`src/rtl/fp16_pkg.sv`:
```
// rtl/fp16_pkg.sv - binary16 constants, rounding modes and divider state encoding shared by the FP datapath
package fp16_pkg;

  typedef enum logic [1:0] {
    RZ  = 2'b00,
    RNE = 2'b01,
    RP  = 2'b10,
    RN  = 2'b11
  } roundmode_t;

  localparam int          FP16_BIAS = 15;
  localparam logic [15:0] FP16_QNAN = 16'h7E00;
  localparam logic [15:0] FP16_INF  = 16'h7C00;
  localparam logic [15:0] FP16_MAXF = 16'h7BFF;

  typedef enum logic [1:0] {
    S_IDLE,
    S_DIV,
    S_ROUND,
    S_DONE
  } div_state_t;

  localparam int FLAG_INVALID   = 4;
  localparam int FLAG_DIVZERO   = 3;
  localparam int FLAG_OVERFLOW  = 2;
  localparam int FLAG_UNDERFLOW = 1;
  localparam int FLAG_INEXACT   = 0;

  localparam int DIV_STEPS = 14;

endpackage

```
`src/rtl/fp16_round.sv`:
```
// rtl/fp16_round.sv - combinational binary16 round/pack stage shared by fp16_div and fma16
module fp16_round
  import fp16_pkg::*;
(
  input  logic              sign,
  input  logic signed [6:0] exp_in,
  input  logic [10:0]       mant,
  input  logic              guard,
  input  logic              sticky,
  input  roundmode_t        roundmode,
  output logic [15:0]       result,
  output logic              overflow,
  output logic              underflow,
  output logic              inexact
);

  logic              lost;
  logic              round_up;
  logic [10:0]       frac_sum;
  logic              carry;
  logic signed [6:0] exp_n;

  always_comb begin
    lost     = guard | sticky;
    round_up = 1'b0;
    case (roundmode)
      RZ:  round_up = 1'b0;
      RNE: round_up = guard & (sticky | mant[0]);
      RP:  round_up = lost & ~sign;
      RN:  round_up = lost & sign;
    endcase

    // A carry out of the fraction wraps it to zero, which is exactly mantissa 1024 with exp+1
    frac_sum = {1'b0, mant[9:0]} + {10'b0, round_up};
    carry    = frac_sum[10];
    exp_n    = exp_in + (carry ? 7'sd1 : 7'sd0);

    overflow  = (exp_n >= 7'sd31);
    underflow = (exp_n <= 7'sd0);
    inexact   = lost | overflow | underflow;
    result    = {sign, exp_n[4:0], frac_sum[9:0]};

    if (!mant[10]) begin
      // No hidden bit means an exact zero (e.g. cancellation in fma16)
      overflow  = 1'b0;
      underflow = 1'b0;
      inexact   = 1'b0;
      result    = {sign, 15'b0};
    end else if (overflow) begin
      case (roundmode)
        RZ:  result = {sign, FP16_MAXF[14:0]};
        RNE: result = {sign, FP16_INF[14:0]};
        RP:  result = sign ? {1'b1, FP16_MAXF[14:0]} : FP16_INF;
        RN:  result = sign ? {1'b1, FP16_INF[14:0]} : FP16_MAXF;
      endcase
    end else if (underflow) begin
      result = {sign, 15'b0};
    end
  end

endmodule

```
`src/rtl/fp16_div.sv`:
```
// rtl/fp16_div.sv - sequential binary16 divider, radix-2 restoring, valid/ready in and out
module fp16_div
  import fp16_pkg::*;
(
  input  logic        clk,
  input  logic        reset_n,
  input  logic        in_valid,
  output logic        in_ready,
  input  logic [15:0] x,
  input  logic [15:0] y,
  input  logic [1:0]  roundmode,
  output logic        out_valid,
  input  logic        out_ready,
  output logic [15:0] result,
  output logic [4:0]  flags
);

  div_state_t        state, state_next;
  logic [3:0]        cnt;
  logic [12:0]       rem;
  logic [10:0]       dvs;
  logic [13:0]       q;
  logic              sign_r;
  logic signed [6:0] exp_r;
  roundmode_t        rm_r;
  logic [15:0]       result_r;
  logic [4:0]        flags_r;

  logic [4:0]  ex, ey;
  logic        x_nan, y_nan, x_inf, y_inf, x_zero, y_zero;
  logic        q_sign;
  logic        spec_hit;
  logic [15:0] spec_result;
  logic [4:0]  spec_flags;

  logic        rem_ge;
  logic [12:0] rem_diff;

  logic              rnd_sign;
  logic signed [6:0] rnd_exp;
  logic [10:0]       rnd_mant;
  logic              rnd_guard, rnd_sticky;
  logic [15:0]       rnd_result;
  logic              rnd_ovf, rnd_unf, rnd_inx;

  assign ex     = x[14:10];
  assign ey     = y[14:10];
  assign x_nan  = (&ex) & (|x[9:0]);
  assign y_nan  = (&ey) & (|y[9:0]);
  assign x_inf  = (&ex) & ~(|x[9:0]);
  assign y_inf  = (&ey) & ~(|y[9:0]);
  assign x_zero = ~(|ex);
  assign y_zero = ~(|ey);
  assign q_sign = x[15] ^ y[15];

  always_comb begin
    spec_hit    = 1'b1;
    spec_result = 16'h0000;
    spec_flags  = 5'b0;
    if (x_nan || y_nan || (x_zero && y_zero) || (x_inf && y_inf)) begin
      spec_result               = FP16_QNAN;
      spec_flags[FLAG_INVALID]  = 1'b1;
    end else if (x_inf) begin
      spec_result = {q_sign, FP16_INF[14:0]};
    end else if (y_inf) begin
      spec_result = {q_sign, 15'b0};
    end else if (y_zero) begin
      spec_result               = {q_sign, FP16_INF[14:0]};
      spec_flags[FLAG_DIVZERO]  = 1'b1;
    end else if (x_zero) begin
      spec_result = {q_sign, 15'b0};
    end else begin
      spec_hit = 1'b0;
    end
  end

  always_comb begin
    state_next = state;
    case (state)
      S_IDLE:  if (in_valid) state_next = spec_hit ? S_DONE : S_DIV;
      S_DIV:   if (cnt == 4'(DIV_STEPS - 1)) state_next = S_ROUND;
      S_ROUND: state_next = S_DONE;
      S_DONE:  if (out_ready) state_next = S_IDLE;
    endcase
  end

  always_ff @(posedge clk) begin
    if (!reset_n) state <= S_IDLE;
    else          state <= state_next;
  end

  assign rem_ge   = (rem >= {2'b00, dvs});
  assign rem_diff = rem_ge ? (rem - {2'b00, dvs}) : rem;

  // Quotient below 1 leaves q[13] clear; shift one more bit into the mantissa
  assign rnd_sign   = sign_r;
  assign rnd_mant   = q[13] ? q[13:3] : q[12:2];
  assign rnd_guard  = q[13] ? q[2] : q[1];
  assign rnd_sticky = (q[13] ? (|q[1:0]) : q[0]) | (|rem);
  assign rnd_exp    = exp_r - (q[13] ? 7'sd0 : 7'sd1);

  fp16_round u_round (
    .sign      (rnd_sign),
    .exp_in    (rnd_exp),
    .mant      (rnd_mant),
    .guard     (rnd_guard),
    .sticky    (rnd_sticky),
    .roundmode (rm_r),
    .result    (rnd_result),
    .overflow  (rnd_ovf),
    .underflow (rnd_unf),
    .inexact   (rnd_inx)
  );

  always_ff @(posedge clk) begin
    if (!reset_n) begin
      cnt      <= 4'd0;
      rem      <= 13'd0;
      dvs      <= 11'd0;
      q        <= 14'd0;
      sign_r   <= 1'b0;
      exp_r    <= 7'sd0;
      rm_r     <= RZ;
      result_r <= 16'h0000;
      flags_r  <= 5'b0;
    end else begin
      case (state)
        S_IDLE: begin
          if (in_valid) begin
            rm_r   <= roundmode_t'(roundmode);
            sign_r <= q_sign;
            cnt    <= 4'd0;
            q      <= 14'd0;
            rem    <= {2'b00, 1'b1, x[9:0]};
            dvs    <= {1'b1, y[9:0]};
            exp_r  <= {2'b00, ex} - {2'b00, ey} + 7'(FP16_BIAS);
            if (spec_hit) begin
              result_r <= spec_result;
              flags_r  <= spec_flags;
            end
          end
        end
        S_DIV: begin
          q   <= {q[12:0], rem_ge};
          rem <= rem_diff << 1;
          cnt <= cnt + 4'd1;
        end
        S_ROUND: begin
          result_r <= rnd_result;
          flags_r  <= {2'b00, rnd_ovf, rnd_unf, rnd_inx};
        end
        S_DONE: ;
      endcase
    end
  end

  assign in_ready  = (state == S_IDLE);
  assign out_valid = (state == S_DONE);
  assign result    = result_r;
  assign flags     = flags_r;

endmodule

```
`config.mk`:
```
export PLATFORM = sky130hd
export DESIGN_NAME = fp16_div
export DESIGN_NICKNAME = d
export VERILOG_FILES = /design/src/rtl/fp16_pkg.sv /design/src/rtl/fp16_round.sv /design/src/rtl/fp16_div.sv
export SDC_FILE = /design/constraint.sdc
export NUM_CORES = 1
export LEC_CHECK = 0
export ABC_CLOCK_PERIOD_IN_PS = 13600
export BUFFER_PORTS_ARGS = -buffer_cell sky130_fd_sc_hd__buf_4
export CORE_UTILIZATION = 50
export CTS_BUF_LIST = sky130_fd_sc_hd__clkbuf_16
export DETAILED_ROUTE_END_ITERATION = 8
export GPL_ROUTABILITY_DRIVEN = 0
export GPL_TIMING_DRIVEN = 0
export HOLD_SLACK_MARGIN = 0.08
export PLACE_DENSITY = 0.7
export SETUP_SLACK_MARGIN = 0.3
export SLEW_MARGIN = 20
export SYNTH_ARGS = -nofsm -noshare
export SYNTH_HDL_FRONTEND = slang
export SYNTH_SLANG_ARGS = --single-unit
```
`constraint.sdc`:
```
create_clock -name clk -period 13.6 [get_ports clk]
set_input_delay 2.72 -clock clk [delete_from_list [all_inputs] [get_ports clk]]
set_output_delay 2.72 -clock clk [all_outputs]
set_load 0.03 [all_outputs]
```
==> impl_table.tex <==
\begin{tabular}{lr}
\hline
Metric & Value \\
\hline
\multicolumn{2}{l}{\textbf{Outcome}} \\
\quad Status & finished clean \\
\multicolumn{2}{l}{\textbf{Floorplan}} \\
\quad Initial core utilization & between 50 and 60\% \\
\quad Die area & 10500 um\^{}2 \\
\quad Placeable core region & 9770 um\^{}2 \\
\quad Chip Width & just over 100 um \\
\quad Number of ports placed on the die boundary & 61 \\
\quad Die height & 102 um \\
\quad Std-Cell Rows & 36 \\
\multicolumn{2}{l}{\textbf{Logic synthesis}} \\
\quad Number of instances in the synthesized netlist & 664 \\
\quad Yosys reg bits & 75 \\
\quad Number of library cell types mapped by synthesis & between 50 and 60 \\
\quad Share of synthesized flip-flops with an asynchronous set or reset & 0\% \\
\quad Area of the mapped netlist & 5030 um\^{}2 \\
\quad Most frequently used flop master after synthesis & sky130\_fd\_sc\_hd\_\_dfxtp\_1 \\
\quad Sequential area share after synthesis & 29.9\% \\
\quad Total nets after synthesis & 738 \\
\quad Post-synthesis area per instance & 7.58 um\^{}2 \\
\quad Post-synth EDFFs & 0 \\
\quad Warnings from Yosys & 0 \\
\multicolumn{2}{l}{\textbf{Global routing}} \\
\quad Via count of the first global-routing pass & about 4800 \\
\quad Sum of overflow across all layers after global routing & 0 \\
\quad Largest net degree at the start of global routing & 17 \\
\quad Gr usage total & between 20\% and 30\% \\
\quad Number of antenna violations at the first check in global routing & 0 \\
\quad Global-route wire length before repair & 23.3 mm \\
\multicolumn{2}{l}{\textbf{Drt}} \\
\quad Detailed-route vias per instance & 5.92 \\
\quad Post-route ant nets & 0 \\
\quad Overall routed net length & 14.4 mm \\
\quad TritonRoute pass-1 iters & 7 \\
\quad WL/cell & between 15 and 20 um \\
\quad Count of vias placed by the detailed router & just over 5000 \\
\quad Post-detailed-route DRC marker count & 0 \\
\quad Initial DRC Count & between 200 and 300 \\
\multicolumn{2}{l}{\textbf{Final layout}} \\
\quad Share of post-route cells with drive strength above 1 & 13.0\% \\
\quad Net count of the finished layout & 809 \\
\quad Top library cells by usage in the layout, fill and taps aside & sky130\_fd\_sc\_hd\_\_nand2\_1 (81), sky130\_fd\_sc\_hd\_\_dfxtp\_1 (75), sky130\_fd\_sc\_hd\_\_nor2\_1 (63) \\
\quad Area growth syn-to-layout & 18.5\% \\
\quad Ant. Diodes & 0 \\
\quad Post-layout utilization of the core & 61.0\% \\
\quad Leading cell type in the layout, fill and taps excluded & sky130\_fd\_sc\_hd\_\_nand2\_1 \\
\multicolumn{2}{l}{\textbf{Critical path}} \\
\quad Cell with the biggest individual delay on the critical path & sky130\_fd\_sc\_hd\_\_buf\_1 \\
\quad WP buf/inv & 5 \\
\quad Startpoint type of the worst setup path & flop \\
\quad Arrival time reported for the critical path endpoint & about 6.7 ns \\
\quad Kind of capture point of the worst setup path & flop \\
\quad Cell with the most instances on the worst path & sky130\_fd\_sc\_hd\_\_ha\_1 \\
\quad Type of the worst setup path & reg2reg \\
\quad Worst path required time & between 10 and 15 ns \\
\quad Max FO, Critical Path & 10 \\
\quad Slowest Stage Delay on Critical Path & 0.46 ns \\
\quad Cell type group with the largest total delay on the critical path & simple AND/OR/NAND/NOR gates \\
\multicolumn{2}{l}{\textbf{Placed design}} \\
\quad HPWL after detailed placement & 10.9 mm \\
\quad Worst-case setup slack after placement & 7.35 ns \\
\quad Number of input and output port buffers inserted & 60 \\
\multicolumn{2}{l}{\textbf{STA}} \\
\quad Slew Limit Headroom & a little over half \\
\quad Worst-Margin Slew & 0.684 ns \\
\quad Aggregate negative setup slack & 0 ns \\
\quad Final setup slack of the worst path & 7.17 ns \\
\quad Unrepaired setup endpoints after global routing & no \\
\quad Final cycle utilization of the critical path & 47.3\% \\
\quad Count of pins over their slew limit & 0 \\
\quad Maximum operating frequency & 0.155 GHz \\
\quad Min Clock Period, post-route & 6.43 ns \\
\quad Number of endpoints failing setup at the final stage & 0 \\
\quad Final hold vios & 0 \\
\quad Hold slack & 0.456 ns \\
\quad Post-route clock skew & 0.00650 ns \\
\multicolumn{2}{l}{\textbf{Clocking}} \\
\quad Clock edge transition at the registers on the reported setup and hold paths & 0.07 ns \\
\quad Maximum clock insertion buffer count & 2 \\
\quad Root Buffer & sky130\_fd\_sc\_hd\_\_clkbuf\_16 \\
\quad Setup repair bufs after CTS & 0 \\
\quad Number of H-tree levels & 3 \\
\quad Clock tree from TritonCTS & built \\
\quad Hold-fix buffer count after cts & 0 \\
\quad TritonCTS sink count & 75 \\
\quad Count of cells resized by post-cts repair & 0 \\
\quad Worst-skew pair later-pin latency & 0.35 ns \\
\quad TritonCTS Buffers & 9 \\
\multicolumn{2}{l}{\textbf{Hold path}} \\
\quad Path category of the worst min-delay check & reg2reg \\
\multicolumn{2}{l}{\textbf{Power and ir drop}} \\
\quad Pwr dens & 219 nW/um\^{}2 \\
\quad Max VDD drop & 106 uV \\
\quad Static leakage & 2.36 nW \\
\multicolumn{2}{l}{\textbf{Run}} \\
\quad Number of max-cap violations & 0 \\
\hline
\end{tabular}
==> cell usage after synthesis, types with 3 or more instances <==
| cell | count | share of area [%] |
|---|---|---|
| sky130_fd_sc_hd__o21ai_2 | 3 | 0.52 |
| sky130_fd_sc_hd__xnor2_1 | 15 | 2.6 |
| sky130_fd_sc_hd__or3_1 | 3 | 0.37 |
| sky130_fd_sc_hd__buf_1 | 4 | 0.30 |
| sky130_fd_sc_hd__clkbuf_1 | 30 | 2.2 |
| sky130_fd_sc_hd__o31a_1 | 3 | 0.52 |
| sky130_fd_sc_hd__nor2_1 | 63 | 4.7 |
| sky130_fd_sc_hd__nor4_1 | 10 | 1.2 |
| sky130_fd_sc_hd__o21ai_0 | 36 | 3.6 |
| sky130_fd_sc_hd__nand4_1 | 7 | 0.87 |
| sky130_fd_sc_hd__dfxtp_1 | 75 | 30 |
| sky130_fd_sc_hd__and2_1 | 8 | 1.0 |
| sky130_fd_sc_hd__nor2b_1 | 8 | 1.0 |
| sky130_fd_sc_hd__o21a_1 | 6 | 0.90 |
| sky130_fd_sc_hd__xor2_1 | 6 | 1.0 |
| sky130_fd_sc_hd__nand2_1 | 81 | 6.0 |
| sky130_fd_sc_hd__mux2i_1 | 11 | 2.2 |
| sky130_fd_sc_hd__a211oi_1 | 17 | 2.5 |
| sky130_fd_sc_hd__o31ai_1 | 4 | 0.60 |
| sky130_fd_sc_hd__nand3b_1 | 4 | 0.60 |
| sky130_fd_sc_hd__fa_1 | 3 | 1.2 |
| sky130_fd_sc_hd__a31o_2 | 3 | 0.52 |
| sky130_fd_sc_hd__a21oi_1 | 58 | 5.8 |
| sky130_fd_sc_hd__a21boi_0 | 3 | 0.45 |
| sky130_fd_sc_hd__o221a_2 | 3 | 0.67 |
| sky130_fd_sc_hd__a221oi_1 | 9 | 1.6 |
| sky130_fd_sc_hd__nand3_1 | 16 | 1.6 |
| sky130_fd_sc_hd__and3_1 | 3 | 0.37 |
| sky130_fd_sc_hd__a32o_1 | 3 | 0.60 |
| sky130_fd_sc_hd__nor3_1 | 14 | 1.4 |
| sky130_fd_sc_hd__nor3b_1 | 5 | 0.75 |
| sky130_fd_sc_hd__ha_1 | 33 | 8.2 |
| sky130_fd_sc_hd__a31oi_1 | 10 | 1.2 |
| sky130_fd_sc_hd__inv_1 | 47 | 3.5 |
| sky130_fd_sc_hd__o211ai_1 | 3 | 0.45 |
| sky130_fd_sc_hd__nand2b_1 | 9 | 1.1 |
| sky130_fd_sc_hd__a22oi_1 | 20 | 3.0 |
==> through the flow <==
step	power [mW]	cells	instance area [um^2]
2_1_floorplan	0.849	664	5030
3_3_place_gp	1.02	857	5650
3_5_place_dp	1.03	857	5650
4_1_cts	1.30	873	5960
5_1_grt	1.40	873	5960
6_report	1.30	873	5960
==> cells by family (layout without fill, tap and decap cells) <==
group | Yosys count | count (layout) | share of synthesized area, %
compound gates | 197 | 197 | 25.6
fa+ha+maj | 36 | 36 | 9.40
buf+inv | 83 | 159 | 6.24
flops | 75 | 75 | 29.9
mux | 13 | 13 | 2.64
xor+xnor | 21 | 21 | 3.66
simple gates | 239 | 239 | 22.6
==> worst paths after layout <==
path / startpoint / endpoint / slack, ns / cells after the start
setup reg to reg: q[13] / result[5] / 7.17 / 26
hold reg to reg: dvs[7] / dvs[7] / 0.46 / 2
hold / removal: dvs[7] / dvs[7] / 0.46 / 2
setup / recovery: q[13] / result[5] / 7.17 / 26
==> worst min-delay path, stage by stage (launching register included) <==
cell                      delay (ns)
sky130_fd_sc_hd__dfxtp_1        0.31
sky130_fd_sc_hd__nand2_1        0.05
sky130_fd_sc_hd__a21oi_1        0.05
==> per-layer routing <==
layer  share of wire (%)  track usage [%]  up-vias  routed length, um
met1                  46             39.3     2446               6620
met5                   0                0        -                  0
met4                 1.7             8.90        0                240
met2                  46             47.5      177               6620
met3                 6.2             4.31       20                892
li1                    -                -     2529                  -
==> registers in the layout (all words and copies together), names as in the netlist, 2 cells and up <==
register / count
rm_r: 2
dvs: 11
exp_r: 7
cnt: 4
q: 14
result: 16
rem: 13
state: 2
flags: 5
==> cell type report <==
type | instances | area [um^2]
Buffer | 36 | 138
Clock buffer | 9 | 225
Clock inverter | 7 | 87.6
Fill cell | 917 | 3810
Inverter | 47 | 176
Multi-Input combinational cell | 506 | 3210
Sequential cell | 75 | 1500
Tap cell | 133 | 166
Timing Repair Buffer | 60 | 450
==> where the power goes <==
| part | switching (mW) | leakage (nW) | total [mW] | internal, mW |
|---|---|---|---|---|
| clock network | 0.108 | 0.155 | 0.256 | 0.147 |
| logic | 0.467 | 1.59 | 0.747 | 0.281 |
| registers | 0.0415 | 0.611 | 0.301 | 0.260 |
| total | 0.616 | 2.36 | 1.30 | 0.688 |
No activity file was read; power rests on OpenSTA's default activity.
